### src/rtl/vid_pack_pkg.sv
// vid_pack_pkg -- shared definitions for the video beat packer.
// Holds the register map, the packer state enumeration, the FIFO word
// layout and the HSIZE sanitising helper used on register writes.
package vid_pack_pkg;

  localparam logic [7:0] ADDR_CTRL   = 8'h00;
  localparam logic [7:0] ADDR_HSIZE  = 8'h04;
  localparam logic [7:0] ADDR_STATUS = 8'h08;
  localparam logic [7:0] ADDR_FCNT   = 8'h0C;

  localparam int HSIZE_DEFAULT = 640;

  typedef enum logic [1:0] {
    ST_IDLE,
    ST_PACK,
    ST_DROP
  } state_t;

  // One output word as stored in the FIFO: 64 data bits + tuser + tlast.
  typedef struct packed {
    logic [63:0] data;
    logic        user;
    logic        last;
  } word_t;

  // Lines must hold an even, nonzero number of beats so that every line
  // ends on a complete 64-bit word.
  function automatic logic [11:0] hsize_fix(input logic [11:0] v);
    logic [11:0] e;
    e = {v[11:1], 1'b0};
    return (e == 12'd0) ? 12'd2 : e;
  endfunction

endpackage

### src/rtl/vid_pack_if.sv
// vid_pack_if -- bundles the register bus, the video beat input and the
// AXI-Stream output of vid_pack.
//   slave  : view of vid_pack (register-bus slave, beat sink, stream source)
//   master : view of whatever drives the block (CPU/video source/DMA side)
interface vid_pack_if;
  logic        ibus_cs;
  logic        ibus_wr;
  logic [7:0]  ibus_addr;
  logic [31:0] ibus_wrdata;
  logic [31:0] ibus_rddata;

  logic        sof_in;
  logic        vin;
  logic [15:0] d1_in;
  logic [15:0] d2_in;

  logic        m_tvalid;
  logic        m_tready;
  logic        m_tuser;
  logic        m_tlast;
  logic [63:0] m_tdata;

  modport slave (
    input  ibus_cs, ibus_wr, ibus_addr, ibus_wrdata,
    output ibus_rddata,
    input  sof_in, vin, d1_in, d2_in,
    output m_tvalid, m_tuser, m_tlast, m_tdata,
    input  m_tready
  );

  modport master (
    output ibus_cs, ibus_wr, ibus_addr, ibus_wrdata,
    input  ibus_rddata,
    output sof_in, vin, d1_in, d2_in,
    input  m_tvalid, m_tuser, m_tlast, m_tdata,
    output m_tready
  );
endinterface

### src/rtl/vid_pack_fifo.sv
// vid_pack_fifo -- synchronous show-ahead FIFO.
// Storage is an array with a registered read; the read register is the
// show-ahead head, so a written word appears on rd_data/!empty two edges
// after wr_en. DEPTH counts every stored word, head register included.
//   clk, rst       : clock, asynchronous active-high reset
//   wr_en, wr_data : push request (ignored when full unless popping)
//   rd_en          : pop the head word when !empty
//   rd_data        : head word
//   full, empty    : occupancy flags
module vid_pack_fifo #(
  parameter int DEPTH = 16,
  parameter int WIDTH = 66
) (
  input  logic             clk,
  input  logic             rst,
  input  logic             wr_en,
  input  logic [WIDTH-1:0] wr_data,
  input  logic             rd_en,
  output logic [WIDTH-1:0] rd_data,
  output logic             full,
  output logic             empty
);
  localparam int AW = $clog2(DEPTH);

  logic [WIDTH-1:0] mem [DEPTH];
  logic [AW:0]      wr_ptr_reg, rd_ptr_reg;
  logic [AW:0]      ram_cnt, total_cnt;
  logic [WIDTH-1:0] dout_reg;
  logic             dout_vld_reg;
  logic             pop, push, load;

  assign ram_cnt   = wr_ptr_reg - rd_ptr_reg;
  assign total_cnt = ram_cnt + {{AW{1'b0}}, dout_vld_reg};
  assign full      = (total_cnt == (AW+1)'(DEPTH));
  assign pop       = rd_en & dout_vld_reg;
  // A pop in the same cycle frees a slot, so a full FIFO still accepts.
  assign push      = wr_en & (~full | pop);
  // Refill the head whenever it is empty or being consumed.
  assign load      = (ram_cnt != '0) & (~dout_vld_reg | pop);

  assign rd_data = dout_reg;
  assign empty   = ~dout_vld_reg;

  always_ff @(posedge clk) begin
    if (push) mem[wr_ptr_reg[AW-1:0]] <= wr_data;
  end

  always_ff @(posedge clk or posedge rst) begin
    if (rst) begin
      wr_ptr_reg   <= '0;
      rd_ptr_reg   <= '0;
      dout_reg     <= '0;
      dout_vld_reg <= 1'b0;
    end else begin
      if (push) wr_ptr_reg <= wr_ptr_reg + 1'b1;
      if (load) begin
        dout_reg   <= mem[rd_ptr_reg[AW-1:0]];
        rd_ptr_reg <= rd_ptr_reg + 1'b1;
      end
      dout_vld_reg <= load | (dout_vld_reg & ~pop);
    end
  end
endmodule

### src/rtl/vid_pack.sv
// vid_pack -- packs pairs of 32-bit video beats into 64-bit AXI-Stream
// words (first beat in the low half), marks frame start (tuser) and line
// end (tlast), and buffers words in an output FIFO.
//   clk, rst   : clock, asynchronous active-high reset
//   bus.ibus_* : register bus (CTRL, HSIZE, STATUS, FCNT), registered read
//   bus.sof_in, bus.vin, bus.d1_in, bus.d2_in : beat input, no back-pressure
//   bus.m_t*   : AXI-Stream master toward DMA
// Params: FIFO_DEPTH (power of two, >= 4), HSIZE_RST (beats per line).
module vid_pack
  import vid_pack_pkg::*;
#(
  parameter int FIFO_DEPTH = 16,
  parameter int HSIZE_RST  = HSIZE_DEFAULT
) (
  input logic        clk,
  input logic        rst,
  vid_pack_if.slave  bus
);
  state_t      state_reg, state_next;
  logic        en_reg, ovf_reg;
  logic [11:0] hsize_reg, hsize_lat_reg, beat_cnt_reg;
  logic [15:0] fcnt_reg;
  logic [31:0] rddata_reg, rd_mux, half_reg, beat_data;
  logic        have_a_reg, first_reg, last_pushed_reg;
  logic        push_vld_reg;
  word_t       push_word_reg, fifo_dout;
  logic        fifo_full, fifo_empty;
  logic        start, pack_beat, fcnt_inc;
  logic        sof_beat, pop, overflow, push_ok, frame_done, busy, word_last;
  logic        wr_strobe, ovf_clr;
  logic        unused_wrdata;

  assign beat_data  = {bus.d2_in, bus.d1_in};
  assign sof_beat   = bus.sof_in & bus.vin;
  assign pop        = ~fifo_empty & bus.m_tready;
  assign overflow   = push_vld_reg & fifo_full & ~pop;
  assign push_ok    = push_vld_reg & ~overflow;
  // A tlast word pushed on this very edge also completes the frame.
  assign frame_done = last_pushed_reg | (push_ok & push_word_reg.last);
  assign busy       = (state_reg != ST_IDLE) | ~fifo_empty;
  assign word_last  = (beat_cnt_reg == hsize_lat_reg - 12'd1);

  assign wr_strobe     = bus.ibus_cs & bus.ibus_wr;
  assign ovf_clr       = wr_strobe & (bus.ibus_addr == ADDR_STATUS) & bus.ibus_wrdata[0];
  assign unused_wrdata = ^bus.ibus_wrdata[31:12];

  vid_pack_fifo #(.DEPTH(FIFO_DEPTH), .WIDTH($bits(word_t))) u_fifo (
    .clk     (clk),
    .rst     (rst),
    .wr_en   (push_vld_reg),
    .wr_data (push_word_reg),
    .rd_en   (bus.m_tready),
    .rd_data (fifo_dout),
    .full    (fifo_full),
    .empty   (fifo_empty)
  );

  assign bus.m_tvalid    = ~fifo_empty;
  assign bus.m_tdata     = fifo_dout.data;
  assign bus.m_tuser     = fifo_dout.user;
  assign bus.m_tlast     = fifo_dout.last;
  assign bus.ibus_rddata = rddata_reg;

  always_ff @(posedge clk or posedge rst) begin
    if (rst) state_reg <= ST_IDLE;
    else     state_reg <= state_next;
  end

  // A sof beat always wins: it restarts the frame from any state.
  always_comb begin
    state_next = state_reg;
    start      = 1'b0;
    pack_beat  = 1'b0;
    fcnt_inc   = 1'b0;
    case (state_reg)
      ST_IDLE: begin
        if (sof_beat && en_reg) begin
          state_next = ST_PACK;
          start      = 1'b1;
        end
      end
      ST_PACK: begin
        if (sof_beat) begin
          fcnt_inc   = frame_done;
          start      = en_reg;
          state_next = en_reg ? ST_PACK : ST_IDLE;
        end else if (overflow) begin
          state_next = ST_DROP;
        end else if (bus.vin) begin
          pack_beat  = 1'b1;
        end
      end
      ST_DROP: begin
        if (sof_beat) begin
          start      = en_reg;
          state_next = en_reg ? ST_PACK : ST_IDLE;
        end
      end
      default: state_next = ST_IDLE;
    endcase
  end

  // Beat pairing: the sof beat is always beat A of the first word.
  always_ff @(posedge clk or posedge rst) begin
    if (rst) begin
      half_reg        <= '0;
      have_a_reg      <= 1'b0;
      beat_cnt_reg    <= '0;
      hsize_lat_reg   <= '0;
      first_reg       <= 1'b0;
      last_pushed_reg <= 1'b0;
      push_vld_reg    <= 1'b0;
      push_word_reg   <= '0;
    end else begin
      push_vld_reg <= 1'b0;
      if (push_ok && push_word_reg.last) last_pushed_reg <= 1'b1;
      if (start) begin
        half_reg        <= beat_data;
        have_a_reg      <= 1'b1;
        beat_cnt_reg    <= 12'd1;
        first_reg       <= 1'b1;
        last_pushed_reg <= 1'b0;
        hsize_lat_reg   <= hsize_reg;
      end else if (pack_beat) begin
        if (!have_a_reg) begin
          half_reg     <= beat_data;
          have_a_reg   <= 1'b1;
          beat_cnt_reg <= beat_cnt_reg + 12'd1;
        end else begin
          push_vld_reg  <= 1'b1;
          push_word_reg <= '{data: {beat_data, half_reg}, user: first_reg, last: word_last};
          have_a_reg    <= 1'b0;
          first_reg     <= 1'b0;
          beat_cnt_reg  <= word_last ? 12'd0 : beat_cnt_reg + 12'd1;
        end
      end
    end
  end

  always_comb begin
    rd_mux = '0;
    case (bus.ibus_addr)
      ADDR_CTRL:   rd_mux[0]     = en_reg;
      ADDR_HSIZE:  rd_mux[11:0]  = hsize_reg;
      ADDR_STATUS: rd_mux[1:0]   = {busy, ovf_reg};
      ADDR_FCNT:   rd_mux[15:0]  = fcnt_reg;
      default:     rd_mux        = '0;
    endcase
  end

  always_ff @(posedge clk or posedge rst) begin
    if (rst) begin
      en_reg     <= 1'b0;
      hsize_reg  <= 12'(HSIZE_RST);
      ovf_reg    <= 1'b0;
      fcnt_reg   <= '0;
      rddata_reg <= '0;
    end else begin
      if (wr_strobe && bus.ibus_addr == ADDR_CTRL)  en_reg <= bus.ibus_wrdata[0];
      if (wr_strobe && bus.ibus_addr == ADDR_HSIZE) hsize_reg <= hsize_fix(bus.ibus_wrdata[11:0]);
      // A fresh overflow beats a simultaneous write-1-clear.
      ovf_reg <= overflow | (ovf_reg & ~ovf_clr);
      if (fcnt_inc) fcnt_reg <= fcnt_reg + 16'd1;
      if (bus.ibus_cs) rddata_reg <= rd_mux;
    end
  end
endmodule

### src/flat_wrapper.sv
// flat-port wrapper written by rule: the top's interface ports become plain ports
module vid_pack_flat import vid_pack_pkg::*;
#(
  parameter int FIFO_DEPTH = 16,
  parameter int HSIZE_RST  = HSIZE_DEFAULT
)
  (clk, rst, bus_ibus_cs, bus_ibus_wr, bus_ibus_addr, bus_ibus_wrdata, bus_ibus_rddata, bus_sof_in, bus_vin, bus_d1_in, bus_d2_in, bus_m_tvalid, bus_m_tuser, bus_m_tlast, bus_m_tdata, bus_m_tready);
  vid_pack_if bus_i ();
  input logic clk;
  input logic rst;
  input wire logic [$bits(bus_i.ibus_cs)-1:0] bus_ibus_cs;
  input wire logic [$bits(bus_i.ibus_wr)-1:0] bus_ibus_wr;
  input wire logic [$bits(bus_i.ibus_addr)-1:0] bus_ibus_addr;
  input wire logic [$bits(bus_i.ibus_wrdata)-1:0] bus_ibus_wrdata;
  output wire logic [$bits(bus_i.ibus_rddata)-1:0] bus_ibus_rddata;
  input wire logic [$bits(bus_i.sof_in)-1:0] bus_sof_in;
  input wire logic [$bits(bus_i.vin)-1:0] bus_vin;
  input wire logic [$bits(bus_i.d1_in)-1:0] bus_d1_in;
  input wire logic [$bits(bus_i.d2_in)-1:0] bus_d2_in;
  output wire logic [$bits(bus_i.m_tvalid)-1:0] bus_m_tvalid;
  output wire logic [$bits(bus_i.m_tuser)-1:0] bus_m_tuser;
  output wire logic [$bits(bus_i.m_tlast)-1:0] bus_m_tlast;
  output wire logic [$bits(bus_i.m_tdata)-1:0] bus_m_tdata;
  input wire logic [$bits(bus_i.m_tready)-1:0] bus_m_tready;
  assign bus_i.ibus_cs = bus_ibus_cs;
  assign bus_i.ibus_wr = bus_ibus_wr;
  assign bus_i.ibus_addr = bus_ibus_addr;
  assign bus_i.ibus_wrdata = bus_ibus_wrdata;
  assign bus_ibus_rddata = bus_i.ibus_rddata;
  assign bus_i.sof_in = bus_sof_in;
  assign bus_i.vin = bus_vin;
  assign bus_i.d1_in = bus_d1_in;
  assign bus_i.d2_in = bus_d2_in;
  assign bus_m_tvalid = bus_i.m_tvalid;
  assign bus_m_tuser = bus_i.m_tuser;
  assign bus_m_tlast = bus_i.m_tlast;
  assign bus_m_tdata = bus_i.m_tdata;
  assign bus_i.m_tready = bus_m_tready;
  vid_pack #(.FIFO_DEPTH(FIFO_DEPTH), .HSIZE_RST(HSIZE_RST)) u_core (.clk(clk), .rst(rst), .bus(bus_i));
endmodule
### config.mk
export PLATFORM = sky130hd
export DESIGN_NAME = vid_pack_flat
export DESIGN_NICKNAME = d
export VERILOG_FILES = /design/src/rtl/vid_pack_pkg.sv /design/src/rtl/vid_pack_if.sv /design/src/rtl/vid_pack_fifo.sv /design/src/rtl/vid_pack.sv /design/src/flat_wrapper.sv
export SDC_FILE = /design/constraint.sdc
export NUM_CORES = 2
export LEC_CHECK = 0
export CAP_MARGIN = 20
export CELL_PAD_IN_SITES_DETAIL_PLACEMENT = 0
export CELL_PAD_IN_SITES_GLOBAL_PLACEMENT = 1
export CORE_MARGIN = 5
export CORE_UTILIZATION = 49
export DETAILED_ROUTE_END_ITERATION = 6
export PLACE_DENSITY_LB_ADDON = 0.1
export SYNTH_ARGS = -nofsm -noshare
export SYNTH_HDL_FRONTEND = slang
export SYNTH_SLANG_ARGS = --single-unit
### constraint.sdc
create_clock -name clk -period 8.2 [get_ports clk]
set_input_delay 1.23 -clock clk [delete_from_list [all_inputs] [get_ports clk]]
set_output_delay 1.23 -clock clk [all_outputs]
set_load 0.01 [all_outputs]
-- After elaboration in Yosys (flattened, before gate mapping)
Memory sizes are Yosys's and may differ from the RTL's. A register that Yosys moved wholly into a read port is not among the register bits.
Index checks and enable logic that the tools add are counted.
- flip-flop bits (word level): 185
- memory bits (writable): 1056
- input bits: 79
- word-level logic and storage cells: 120
- memories kept: 1
- add/subtract/negate cells: 7
- equal/unequal tests: 11
- multiplexer cells: 40
- bitwise operators: 25
- reductions and logical operators: 17
- memories (memory ; depth ; width ; rd ports ; clocked after Yosys merged registers in ; write ports ; RTL line ; source):
    u_core.u_fifo.mem ; 16 ; 66 ; 1 ; 1 ; 1 ; vid_pack_fifo.sv:25 ; logic [WIDTH-1:0] mem [DEPTH];
- operator list (operator ; number):
    two-way mux 32 bit ; 3
    two-way mux 12 bit ; 5
    two-way mux 1 bit ; 22
    case mux 10 bit (2 select lines) ; 1
    adder 16 x 1 -> 16 bit, second input constant ; 1
    equality test 8 x 4 -> 1 bit, second input constant ; 2
    AND 1 bit ; 13
    adder 12 x 1 -> 12 bit, second input constant ; 1
    equality test 12 bit ; 1
    subtractor 12 x 1 -> 12 bit, second input constant ; 1
    zero test 11 bit ; 1
    adder 5 x 1 -> 5 bit, second input constant ; 2
    equality test 8 x 3 -> 1 bit, second input constant ; 1
    zero test 8 bit ; 1
    two-way mux 2 bit ; 4
    nonzero test 2 bit ; 4
    inverter 1 bit ; 6
    bitwise OR 1 bit ; 6
    case mux 2 bit (3 select lines) ; 1
    AND reduction 3 bit ; 2
    adder 5 x 1 -> 5 bit ; 1
    equality test 5 bit, second input constant ; 1
    nonzero test 5 bit ; 1
    subtractor 5 bit ; 1
    other kinds (13) ; 18

-- Longest topological paths before layout
- depth in word-level cells: 11
- mapped depth: 15
- depth with buffers taken out: 12

-- Modules after synthesis
From an unflattened synthesis, not the netlist that was laid out.
- cells, all modules: 2343
- area, all modules: 50589.8 um^2
- by module, submodules not included (module ; instances ; cells an instance ; area an instance (um^2) ; seq. area each (um^2)):
    vid_pack_fifo ; 1 ; 1710 ; 43030.0 ; 33637.3
    vid_pack ; 1 ; 633 ; 7559.8 ; 4306.6

-- Worst setup path before layout
No wires, ideal clock.
- path kind: register to register
- from: reg u_core.u_fifo.rd_ptr_reg[1]
- to: mem u_core.u_fifo.mem[0][0], enable pin
- setup time: 0.571 ns
- arrival: 7.514 ns
- data required time: 7.629 ns
- setup slack: 0.115 ns
- cell stages (with the launch flop): 14
- buffers on the path: 4
- clock period less this slack: 8.085 ns
- cell sequence: dfrtp_1 clkbuf_1 clkbuf_1 buf_1 inv_1 fa_1 ha_1 and3_1 o2111ai_1 mux2_4 and2_1 clkbuf_1 nand2_1 nor3_1
- cells in the longest elaborated chain, start to end: 8
- ends and longest elaborated chain (element ; RTL line ; source):
    from (decl) ; vid_pack_fifo.sv:26 ; logic [AW:0] wr_ptr_reg, rd_ptr_reg;
    from (signal assigned) ; vid_pack_fifo.sv:58 ; rd_ptr_reg <= rd_ptr_reg + 1'b1;
    subtractor 5 bit ; vid_pack_fifo.sv:32 ; assign ram_cnt = wr_ptr_reg - rd_ptr_reg;
    adder 5 x 1 -> 5 bit ; vid_pack_fifo.sv:33 ; assign total_cnt = ram_cnt + {{AW{1'b0}}, dout_vld_reg};
    equality test 5 bit ; vid_pack_fifo.sv:34 ; assign full = (total_cnt == (AW+1)'(DEPTH));
    inverter 1 bit ; vid_pack_fifo.sv:37 ; assign push = wr_en & (~full | pop);
    bitwise OR 1 bit ; vid_pack_fifo.sv:37 ;
    AND 1 bit ; vid_pack_fifo.sv:37 ;
    two-way mux 1 bit ; vid_pack_fifo.sv:45 ; if (push) mem[wr_ptr_reg[AW-1:0]] <= wr_data;
    two-way mux 1 bit (not written as such) ; vid_pack_fifo.sv:45 ;
    to (decl) ; vid_pack_fifo.sv:25 ;
No other way between the ends.

-- Worst setup path after layout
- from: reg u_core.u_fifo.rd_ptr_reg[1]
- to: mem u_core.u_fifo.mem[8][7], enable pin
The elaborated chain is that of the path after synthesis.

==> flow_summary.ini <==
[synth]
ys_top_cells_by_area = edfxtp_1 63%, mux4_2 15%, dfrtp_1 12%
ys_seq_elements = 1305
synthFlopType = edfxtp_1
synth_edf_count = 1056
yosys.area.top_type_share = 0.630
synthCells = 2328
avgSynthCellArea_um2 = 21.6
synth.largest_area_cell = edfxtp_1
ys_async_sr_fraction = 0.191
synth.distinct_cells = 66
netlist_area_um2 = 50400
ys_warn_count = 0
ys_seq_area_frac = 0.754

[timing]
report.final.slew_viol_count = 0
fin_crit_sh = 0.627
fin_crit_ns = 5.14
relSlewSlack = 0.281
hold_viol_final = 0
final.setup.worst_slack_ns = 3.06
fmax_mhz = 195
rsz0062_at_grt = no
setup_tns_ns = 0
worstMarginPinSlew_ns = 1.08
whs_ns = 0.471
fin_skew_ns = 0.0252
setup_viol = 0

[pwr]
power.density_nw_per_um2 = 352
leakage_nw = 19.5
vdd_drop_max_uv = 312

[clock_network]
cts_root_buf = clkbuf_16
clk_pin_slew_worst_paths_ns = 0.06
h-tree-depth = 4
numCtsBuffers = 137
cts_tree = done
clk_path_buf_depth = 3
holdBufCountCts = 0
cts_sinks = 1305
post-cts-setup-buffers = 0
insertion_delay_ns = 0.73
post_cts_resize_count = 0

[critical_path]
required_ns = 8.54
start_kind = flop
reg2reg_depth = 11
critPathKind = reg -> reg
crit_fanout = 60
r2r_start = u_core.u_fifo.rd_ptr_reg[1]
critPathCaptureType = flop
reg2reg_to = u_core.u_fifo.mem[8][7]
crit_start = u_core.u_fifo.rd_ptr_reg[1]
cp.arrival_ns = 5.48
r2r_setup_slack_ns = 3.06

[floorplanning]
ios = 178
fp.dieH_um = 331
die_area_um2 = 109000
die_width_um = 331
start_util = 0.494
coreArea_um2 = 102000
rows = 117

[worst_hold_path]
hold_end = u_core.fcnt_reg[15]
hold_class = reg -> reg
hold_path_depth = 1
min_from = u_core.fcnt_reg[15]

[global_route]
grt_max_degree = 126
grt_pass1_vias = 25211
antenna_found_initial = 5
grt_pass1_wl_mm = 171
grt.overflow.total = 0
track_usage = 0.218

[cells_and_area]
drive_gt1_frac = 0.284
layout_commonest_cell = edfxtp_1
largest_reg_flops = 1056
final_util = 0.569
layout.area.seq_um2 = 38000
final_cell_mix = 1056 x edfxtp_1, 330 x mux4_2, 244 x dfrtp_1, 142 x clkbuf_16, 141 x clkdlybuf4s50_1
fillers = 7620
nets = 2645
multi_input_area_um2 = 11900
area_delta_synth_final_pct = 15.2

[placement]
gp_congestion = 0.787
port_buffers = 141
pre_cts_ws_ns = 2.60
post-dp-hpwl_mm = 62.4

[routing]
drt-pass1-iter-count = 5
wl_mm = 116
ant_nets = 0
drt_iter0_drc = 2134
route.detailed.drc = 0
met2_length_mm = 57.3
wire_per_inst_um = 28.9
wl_met3_mm = 6.22
top_layer = met4
vias_per_cell = 5.90
vias = 23777
met1Wirelength_mm = 50.7

[run]
drv_cap = 0

[outcome]
status = finished clean
==> cell type report <==
class,count,share of cell area
well taps,1368,0.0295
clock buffers,197,0.0677
inverters,26,0.00185
diodes,1,0.0000431
flip-flops and latches,1305,0.654
multi-input cells,882,0.204
repair buffers,195,0.0330
clock inverters,55,0.00936
==> layer usage <==
metal  global-route usage  vias to the layer above
met4               0.0487                        0
met3               0.0371                      150
met2                0.357                      650
li1                     -                     9977
met5                    0                        -
met1                0.314                    13000
==> synthesized netlist by cell type (21+ instances only) <==
cell,instances
buf_2,37
clkbuf_1,65
dfrtp_1,247
edfxtp_1,1056
inv_1,25
mux2_1,36
mux2_2,140
mux4_2,330
nand2_1,64
nand3_1,32
nor2_1,49
o21ai_0,21
xnor2_1,22
==> worst max-delay path, stage by stage (launching register included) <==
cell,delay [ns]
dfrtp_4,1.03
inv_1,0.22
fa_1,0.57
ha_1,0.23
and3_1,0.15
o2111ai_1,0.22
mux2_4,0.25
and2_1,0.30
nand2_1,0.28
nor2_4,0.13
buf_4,0.77
buf_4,0.58
==> through the flow <==
stage / std cells / area (um^2) / total power [mW]
6_report: 4029 / 58000 / 20.4
5_1_grt: 4028 / 58000 / 21.4
4_1_cts: 4023 / 57900 / 20.7
3_5_place_dp: 3771 / 53400 / 14.6
3_3_place_gp: 3771 / 53400 / 14.4
2_1_floorplan: 2343 / 50400 / 12.7
==> logic make-up (layout without fill, tap and decap cells) <==
kind of cell,count (synthesis),count (layout),synth area share
DFF,1305,1305,0.754
muxes,508,508,0.187
and+or+nand+nor,218,218,0.0210
buffers and inverters,156,473,0.0146
AOI/OAI and AO/OA,80,80,0.0111
xor gates and xnor gates,41,41,0.00728
adders and majority gates,19,19,0.00487
other,1,17,0.0000745
==> power by group <==
part / internal, mW / total (mW) / switching [mW]
logic: 2.60 / 4.66 / 2.06
registers: 8.54 / 9.67 / 1.13
clock network: 3.62 / 6.09 / 2.47
==> worst max path at each step <==
stage / slack (ns) / endpoint / cells past startpoint
6_report: 3.06 / u_core.u_fifo.mem[8][7] / 11
5_1_grt: 2.68 / u_core.u_fifo.mem[8][8] / 11
4_1_cts: 2.60 / u_core.u_fifo.rd_data[47] / 6
3_5_place_dp: 2.60 / u_core.u_fifo.rd_data[47] / 6
3_3_place_gp: 2.64 / u_core.u_fifo.rd_data[47] / 6
2_1_floorplan: 0.12 / u_core.u_fifo.mem[0][0] / 13
(Power assumes the default switching activity.)
